File: src/rtl/pcm_mem_arbiter.sv
// Round-robin arbiter sharing the single 16-bit PCM memory port among NUM_CPU cores.
// Define PCM_ARB_STATS_EN to add per-core grant counters and an IDLE conflict counter.
module pcm_mem_arbiter #(
    parameter int NUM_CPU = 4,
    parameter int MEM_AW  = 11,
    parameter int CPU_AW  = 20
) (
    input  logic                      clk,
    input  logic                      reset,
    input  logic [NUM_CPU-1:0]        cpu_ce_n,
    input  logic [NUM_CPU-1:0]        cpu_oe_n,
    input  logic [NUM_CPU-1:0]        cpu_we_n,
    input  logic [NUM_CPU*CPU_AW-1:0] cpu_addr,
    input  logic [NUM_CPU*16-1:0]     cpu_wdata,
    output logic [NUM_CPU*16-1:0]     cpu_rdata,
    output logic [NUM_CPU-1:0]        cpu_ready,
    output logic [NUM_CPU-1:0]        cpu_addr_err,
    output logic [MEM_AW-1:0]         mem_address,
    output logic                      mem_chipselect,
    output logic                      mem_clken,
    output logic                      mem_write,
    output logic [15:0]               mem_writedata,
    output logic [1:0]                mem_byteenable,
`ifdef PCM_ARB_STATS_EN
    output logic [NUM_CPU*16-1:0]     grant_cnt,
    output logic [15:0]               conflict_cnt,
`endif
    input  logic [15:0]               mem_readdata
);
    localparam int IW = (NUM_CPU > 1) ? $clog2(NUM_CPU) : 1;

    typedef enum logic [1:0] {IDLE, ISSUE, RESP, DONE} state_t;

    state_t                   r_state;
    logic [IW-1:0]            r_grant;
    logic [IW-1:0]            r_rr;
    logic                     r_is_write;
    logic                     r_err;
    logic [NUM_CPU-1:0][15:0] r_rdata;
    logic [NUM_CPU-1:0]       r_ready;
    logic [NUM_CPU-1:0]       r_addr_err;
    logic [MEM_AW-1:0]        r_mem_address;
    logic                     r_mem_chipselect;
    logic                     r_mem_write;
    logic [15:0]              r_mem_writedata;

    logic [NUM_CPU-1:0]       w_req;
    logic                     w_any;
    logic [IW-1:0]            w_pick;
    logic [CPU_AW-1:0]        w_sel_addr;
    logic [15:0]              w_sel_wdata;
    logic                     w_sel_we;
    logic                     w_sel_err;

    assign w_req = ~cpu_ce_n & (~cpu_oe_n | ~cpu_we_n);

    // First requester at or after the round-robin pointer, wrapping.
    always_comb begin
        int idx;
        idx    = 0;
        w_any  = 1'b0;
        w_pick = '0;
        for (int k = 0; k < NUM_CPU; k++) begin
            idx = int'(r_rr) + k;
            if (idx >= NUM_CPU) idx = idx - NUM_CPU;
            if (!w_any && w_req[idx]) begin
                w_any  = 1'b1;
                w_pick = IW'(idx);
            end
        end
    end

    assign w_sel_addr  = cpu_addr[int'(w_pick)*CPU_AW +: CPU_AW];
    assign w_sel_wdata = cpu_wdata[int'(w_pick)*16 +: 16];
    assign w_sel_we    = ~cpu_we_n[w_pick];
    assign w_sel_err   = |w_sel_addr[CPU_AW-1:MEM_AW];

    always_ff @(posedge clk or posedge reset) begin
        if (reset) begin
            r_state          <= IDLE;
            r_grant          <= '0;
            r_rr             <= '0;
            r_is_write       <= 1'b0;
            r_err            <= 1'b0;
            r_rdata          <= '0;
            r_ready          <= '0;
            r_addr_err       <= '0;
            r_mem_address    <= '0;
            r_mem_chipselect <= 1'b0;
            r_mem_write      <= 1'b0;
            r_mem_writedata  <= '0;
        end else begin
            r_ready <= '0;
            case (r_state)
                IDLE: begin
                    r_mem_chipselect <= 1'b0;
                    r_mem_write      <= 1'b0;
                    if (w_any) begin
                        // Mem strobes are loaded here so they are live during ISSUE.
                        r_grant          <= w_pick;
                        r_is_write       <= w_sel_we;
                        r_err            <= w_sel_err;
                        r_mem_address    <= w_sel_addr[MEM_AW-1:0];
                        r_mem_writedata  <= w_sel_wdata;
                        r_mem_chipselect <= ~w_sel_err;
                        r_mem_write      <= w_sel_we & ~w_sel_err;
                        if (w_sel_err) r_addr_err[w_pick] <= 1'b1;
                        r_state          <= ISSUE;
                    end
                end
                ISSUE: begin
                    r_mem_chipselect <= 1'b0;
                    r_mem_write      <= 1'b0;
                    r_state          <= RESP;
                end
                RESP: begin
                    if (!r_is_write) r_rdata[r_grant] <= r_err ? 16'h0000 : mem_readdata;
                    r_ready[r_grant] <= 1'b1;
                    r_state          <= DONE;
                end
                DONE: begin
                    r_rr    <= (int'(r_grant) == NUM_CPU - 1) ? '0 : r_grant + 1'b1;
                    r_state <= IDLE;
                end
                default: r_state <= IDLE;
            endcase
        end
    end

    assign cpu_rdata      = r_rdata;
    assign cpu_ready      = r_ready;
    assign cpu_addr_err   = r_addr_err;
    assign mem_address    = r_mem_address;
    assign mem_chipselect = r_mem_chipselect;
    assign mem_write      = r_mem_write;
    assign mem_writedata  = r_mem_writedata;
    assign mem_clken      = 1'b1;
    assign mem_byteenable = 2'b11;

`ifdef PCM_ARB_STATS_EN
    logic [NUM_CPU-1:0][15:0] r_grant_cnt;
    logic [15:0]              r_conflict_cnt;
    logic                     w_multi_req;

    assign w_multi_req = (w_req & (w_req - NUM_CPU'(1))) != '0;

    always_ff @(posedge clk or posedge reset) begin
        if (reset) begin
            r_grant_cnt    <= '0;
            r_conflict_cnt <= '0;
        end else begin
            if (r_state == DONE && r_grant_cnt[r_grant] != 16'hFFFF)
                r_grant_cnt[r_grant] <= r_grant_cnt[r_grant] + 16'd1;
            if (r_state == IDLE && w_multi_req && r_conflict_cnt != 16'hFFFF)
                r_conflict_cnt <= r_conflict_cnt + 16'd1;
        end
    end

    assign grant_cnt    = r_grant_cnt;
    assign conflict_cnt = r_conflict_cnt;
`endif
endmodule

File: config.mk
export PLATFORM = sky130hd
export DESIGN_NAME = pcm_mem_arbiter
export DESIGN_NICKNAME = d
export VERILOG_FILES = /design/src/rtl/pcm_mem_arbiter.sv
export SDC_FILE = /design/constraint.sdc
export NUM_CORES = 1
export LEC_CHECK = 0
export CAP_MARGIN = 10
export CORE_ASPECT_RATIO = 0.7
export CORE_MARGIN = 5
export CORE_UTILIZATION = 42
export CTS_CLUSTER_SIZE = 12
export DETAILED_ROUTE_END_ITERATION = 8
export PLACE_DENSITY_LB_ADDON = 0.12
export SLEW_MARGIN = 20
export SYNTH_ARGS = -nofsm -noshare
export SYNTH_HDL_FRONTEND = slang
export SYNTH_SLANG_ARGS = --single-unit
File: constraint.sdc
create_clock -name clk -period 5.7 [get_ports clk]
set_input_delay 1.14 -clock clk [delete_from_list [all_inputs] [get_ports clk]]
set_output_delay 1.14 -clock clk [all_outputs]
set_load 0.02 [all_outputs]
# After elaboration in Yosys (flattened, before gate mapping)

Cells that the tools add are included.
Widths: inputs -> output; s select.

Add/sub/neg operators: 8
Multiply operators: 1
Order comparisons: 12
Equal/unequal tests: 5
Shift-type cells: 2
Muxes and demuxes: 42
Bitwise operators: 10
Reduce and logical (&&, ||, !) cells: 14

Operators by type and width:

| kind                | number |
|---|---|
| $lt 32x4->1 const B | 4 |
| $mux 32             | 4 |
| $shiftx 80x8->20    | 1 |
| $bwmux 64           | 1 |
| $shiftx 64x7->16    | 1 |
| $demux 16 s2        | 1 |
| $mux 16             | 2 |
| $mux 1              | 17 |
| $mux 2              | 6 |
| $not 4->4           | 3 |
| $sub 3x3->4 const B | 3 |
| $bmux 1 s2          | 5 |
| $ge 3x3->1 const B  | 3 |
| $reduce_or 9->1     | 1 |
| $or 4x4->4          | 2 |
| $pmux 2 s4          | 1 |
| $add 2x2->3 const B | 2 |
| $lt 2x3->1 const B  | 2 |
| $logic_and 1x1->1   | 5 |
| $mul 2x3->5 const B | 1 |
| $and 4x4->4         | 1 |
| $demux 1 s2         | 2 |
| $eq 2x1->1 const B  | 2 |
| $eq 2x2->1 const B  | 2 |
| 15 further kinds    | 22 |

Flip-flop bits (word level): 109
Output and inout bits: 104

# Logic depth before layout (Yosys ltp)

Depth after elaboration: 23
Gate-level depth with buffers: 8

# Least setup slack after synthesis

OpenSTA, ideal clock, no wires.

Path type: input to register
From: input cpu_we_n[3]
To: register r_err
Arrival time: 2.360 ns
Required time: 5.575 ns
Path slack: 3.215 ns
Stages on the path: 6
Path buffers: 0
Path through: a21oi_1 > o21ai_1 > a211o_1 > o41ai_1 > nand4_2 > mux2_2

Cells in the longest elaborated chain, start to end: 19
Elaborated cells between the ends (all ways): 33
Those cells by class: 1 x mul; 1 x shift; 20 x mux; 3 x bitwise; 8 x reduce/logical

Ends and longest elaborated chain:

| item                                       | line | RTL |
|---|---|---|
| start, declared                            | 12   | `input logic [NUM_CPU-1:0] cpu_we_n,` |
| $not 4->4 (*)                              | 55   | `assign w_req = ~cpu_ce_n & (~cpu_oe_n \| ~cpu_we_n);` |
| $or 4x4->4 (*)                             | 55   |  |
| $and 4x4->4 (*)                            | 55   |  |
| $bmux 1 s2                                 | 66   | `if (!w_any && w_req[idx]) begin` |
| $mux 1 (not written as such) (2 in series) | 66   |  |
| $mux 1                                     | 66   |  |
| $logic_not 1->1                            | 66   |  |
| $logic_and 1x1->1                          | 66   |  |
| [2 not listed]                             | --   |  |
| $logic_and 1x1->1                          | 66   |  |
| $mux 1                                     | 66   |  |
| $logic_not 1->1                            | 66   |  |
| $logic_and 1x1->1                          | 66   |  |
| $mux 2                                     | 66   |  |
| $mul 2x3->5                                | 73   | `assign w_sel_addr = cpu_addr[int'(w_pick)*CPU_AW +: CPU_AW];` |
| $shiftx 80x8->20                           | 73   |  |
| $reduce_or 9->1                            | 76   | `assign w_sel_err = \|w_sel_addr[CPU_AW-1:MEM_AW];` |
| end signal, assigned                       | 102  | `r_err <= w_sel_err;` |
| end, declared                              | 38   | `logic r_err;` |

Every way passes the cells marked *; elsewhere a longest branch is shown, timed or not. The select of a mux whose other input is x is not followed.
A chain may end at the register's enable or synchronous reset.

# Worst setup path after layout

From: input cpu_we_n[2]
To: register r_err

The elaborated chain is that of the path after synthesis.

==> results.md <==
- Status: complete, no violations
- Ports: 278
- N_diodes: 0
- Max Clk Rate: 289.4 MHz
- Gate Count Post-Synth: 507
- Crit-path max cell delay: 840 ps
- Worst-Skew Late Latency: 350 ps
- Sequential area share after synthesis: 54.66%
- DP Cell Count: 909
- Count of cell types in the netlist: 43
- CTS Sinks: 109
- Startpoint Class: primary input
- Comb pwr share: 51.8%
- GRT Util Overall: 25.15%
- Crit. End Element: register
- Total core area: 11690 sq um
- Crit path kind: in2reg
- Sequential share of power: 32.9%
- Dpl cell area: 7799 sq um
- Pint: 2.494 mW
- First-pass GRT wire length: 27960 um
- Routed Antenna Nets: 0
- MaxCap Viol Count: 0
- Post-synth top cells: dfrtp_1, nand2_1, o21ai_0
- Critical path required time: 5990 ps
- Hold path startpoint: cpu_rdata[28]
- Fin nets: 945
- Most common cell in the synthesized netlist: dfrtp_1
- WL/cell: 19.30 um
- Post-route insts no fill: 925
- Sw Ratio: 41.16%
- Min Tclk post-route: 3455 ps
- Die area: 14200 sq um
- Root Buffer: clkbuf_16
- # resized after CTS: 0
- Cts bufs inserted: 9
- Vias: 4884
- Clk_skew: 6.161 ps
- Leakage Power: 3.332 nW
- Clock H-tree levels: 3
- Synth Register Bits: 109
- Design Area, Final: 8118 sq um
- Die width: 140.3 um
- Setup TNS: 0 ps
- Yosys warns: 0
- Setup bufs post-CTS: 0
- RR Startpoint: r_rr[1]
- Largest cells by area after synthesis: dfrtp_1, o21ai_0, a21oi_1
- Final Max Slew Viols: 0
- Final Wtd Congestion: 0.8893
- Synth-to-layout area growth: 62.69%
- FP Rows: 33
- Port bufs: 274
- CTS tree: done
- Setup-failing EPs final: 0
- Starting density of the core: 42.70%
- Maximum fanout along the worst path: 29
- Setup crit start: cpu_we_n[2]
- WP data arrival: 3740 ps
- RSZ-0062 raised after global routing: false
- Post-synth top area cell: dfrtp_1
- Clk pwr share: 15.3%
- Avg Inst Size Synth: 9.842 sq um
- Post-synth top area share: 54.66%
- Total congestion overflow: 0
- Number of synthesized flops with an enable pin: 0
- Final wirelength: 17860 um
- Iter 0 DRT Violations: 377
- Measured slew at the worst slew-check pin: 1104 ps
- Number of global-route vias before repair: 5185
- Initial antenna violation count: 0
- Pwr Density: 522.2 nW/um^2
- Fin. Hold Viols: 0
- Clock transition at path regs: 70 ps
- Share of flip-flops with an asynchronous set or reset: 100.0%
- Min-Delay Path Class: reg2reg
- Layout cell share with drive strength beyond 1: 5.859%
- Peak VDD IR: 0.2267 mV
- R2R setup slack: 3180 ps
- DRC Markers: 0
- Mapped Area: 4990 sq um
- Main synth FF type: dfrtp_1
- Vias/cell: 5.280
- WP buf/inv: 1
- Largest net degree at the start of global routing: 70
- Worst path top cell family by delay: compound AO/OA/AOI/OAI gates
- Clock Path Buffers: 2
- DRT Pass-1 Iters: 6
- Worst hold slack: 481.7 ps
- Slew HR: 26.37%
- DP HPWL: 13620 um
- Psw: 1.745 mW
- Post-route clock period utilization: 60.62%
- Tot Pwr: 4.239 mW
- Worst path slowest cell: a211o_1
- Hold Buf Count CTS: 0
- Die H: 101.2 um
- Crit-path cells: clkdlybuf4s50_1 > a21oi_4 > nor3_1 > a211o_1 > o41ai_1 > nand4_2 > mux2_2
-- worst paths after layout --
| path | end | depth (start not counted) |
|---|---|---|
| setup / recovery | r_err | 7 |
| hold / removal | cpu_rdata[28] | 2 |
| setup reg to reg | r_err | 6 |
| hold reg to reg | cpu_rdata[28] | 2 |
| max in group asynchronous | cpu_ready[3] | 3 |
| min in group asynchronous | cpu_rdata[57] | 2 |
-- flip-flops by register name (all words and copies together), names as in the netlist --
register,count
r_is_write,1
r_state,2
mem_write,1
cpu_rdata,64
r_err,1
cpu_addr_err,4
r_rr,2
mem_address,11
mem_chipselect,1
mem_writedata,16
r_grant,2
cpu_ready,4
-- stage by stage --
step                      util [%]  setup slack, ps
final                        69.47             2245
after global routing         69.47             2094
after CTS                    69.39             2308
after detailed placement     66.74             1933
after global placement       66.74             2016
after floorplan                  -             1686
-- worst register-to-register path: stages, from the launching register on --
cell and delay [ps]:
dfrtp_1 620, nand2_1 200, nor3_1 170, a211o_1 810, o41ai_1 270, nand4_2 230, mux2_2 170
-- layout make-up --
| class | count | area, sq um |
|---|---|---|
| flip-flops and latches | 109 | 2728 |
| clock inverters | 7 | 83.83 |
| well taps | 157 | 196.4 |
| multi-input cells | 358 | 2079 |
| repair buffers | 279 | 2780 |
| inverters | 6 | 25.02 |
| fillers | 881 | 3567 |
| clock buffers | 9 | 225.2 |
-- kinds of logic after synthesis --
| logic type | share of synthesized area, % |
|---|---|
| adder cells (fa/ha/maj) | 2.006 |
| AO/OA/AOI/OAI | 24.90 |
| other | 0.07515 |
| flip-flops | 54.66 |
| buffers and inverters | 4.162 |
| multiplexers | 0.6770 |
| AND/OR/NAND/NOR | 13.52 |
-- placed cells by master (no fill, tap or decap), types with 2 or more instances in the layout --
master           count
inv_8                2
conb_1               3
o41ai_2              2
nand2_1             79
o22ai_1              2
a211o_1              3
nor3_1               2
a222oi_1            27
mux2_2               3
nand3_1              3
a31o_2               3
a21o_1               3
nor4_1               4
nand2b_2             4
o21ai_1              2
nand2b_1            17
o41ai_1              2
a21oi_2              3
nor2_1              37
clkinvlp_4           3
ha_1                 8
dfrtp_1            109
buf_4                5
a21oi_1             61
clkdlybuf4s50_1    274
and2_1               5
inv_1                5
clkbuf_16            9
o21ai_0             70
-- routing by layer --
metal / vias up / routed length [um] / GRT usage, %
met5: - / 0 / 0
met4: 0 / 352 / 6.999
met3: 27 / 1477 / 8.400
met2: 183 / 8929 / 43.01
met1: 2350 / 7098 / 30.93
li1: 2324 / - / -
-- power groups by stage --
stage               clock network (mW)  registers (mW)  logic [mW]
floorplan                            0            1.77       0.742
global placement                     0            1.38        2.15
CTS                              0.663            1.40        2.21
global route                     0.693            1.45        2.38
detailed placement                   0            1.41        2.20
finish                           0.649            1.39        2.20
No activity file was read; power rests on OpenSTA's default activity.
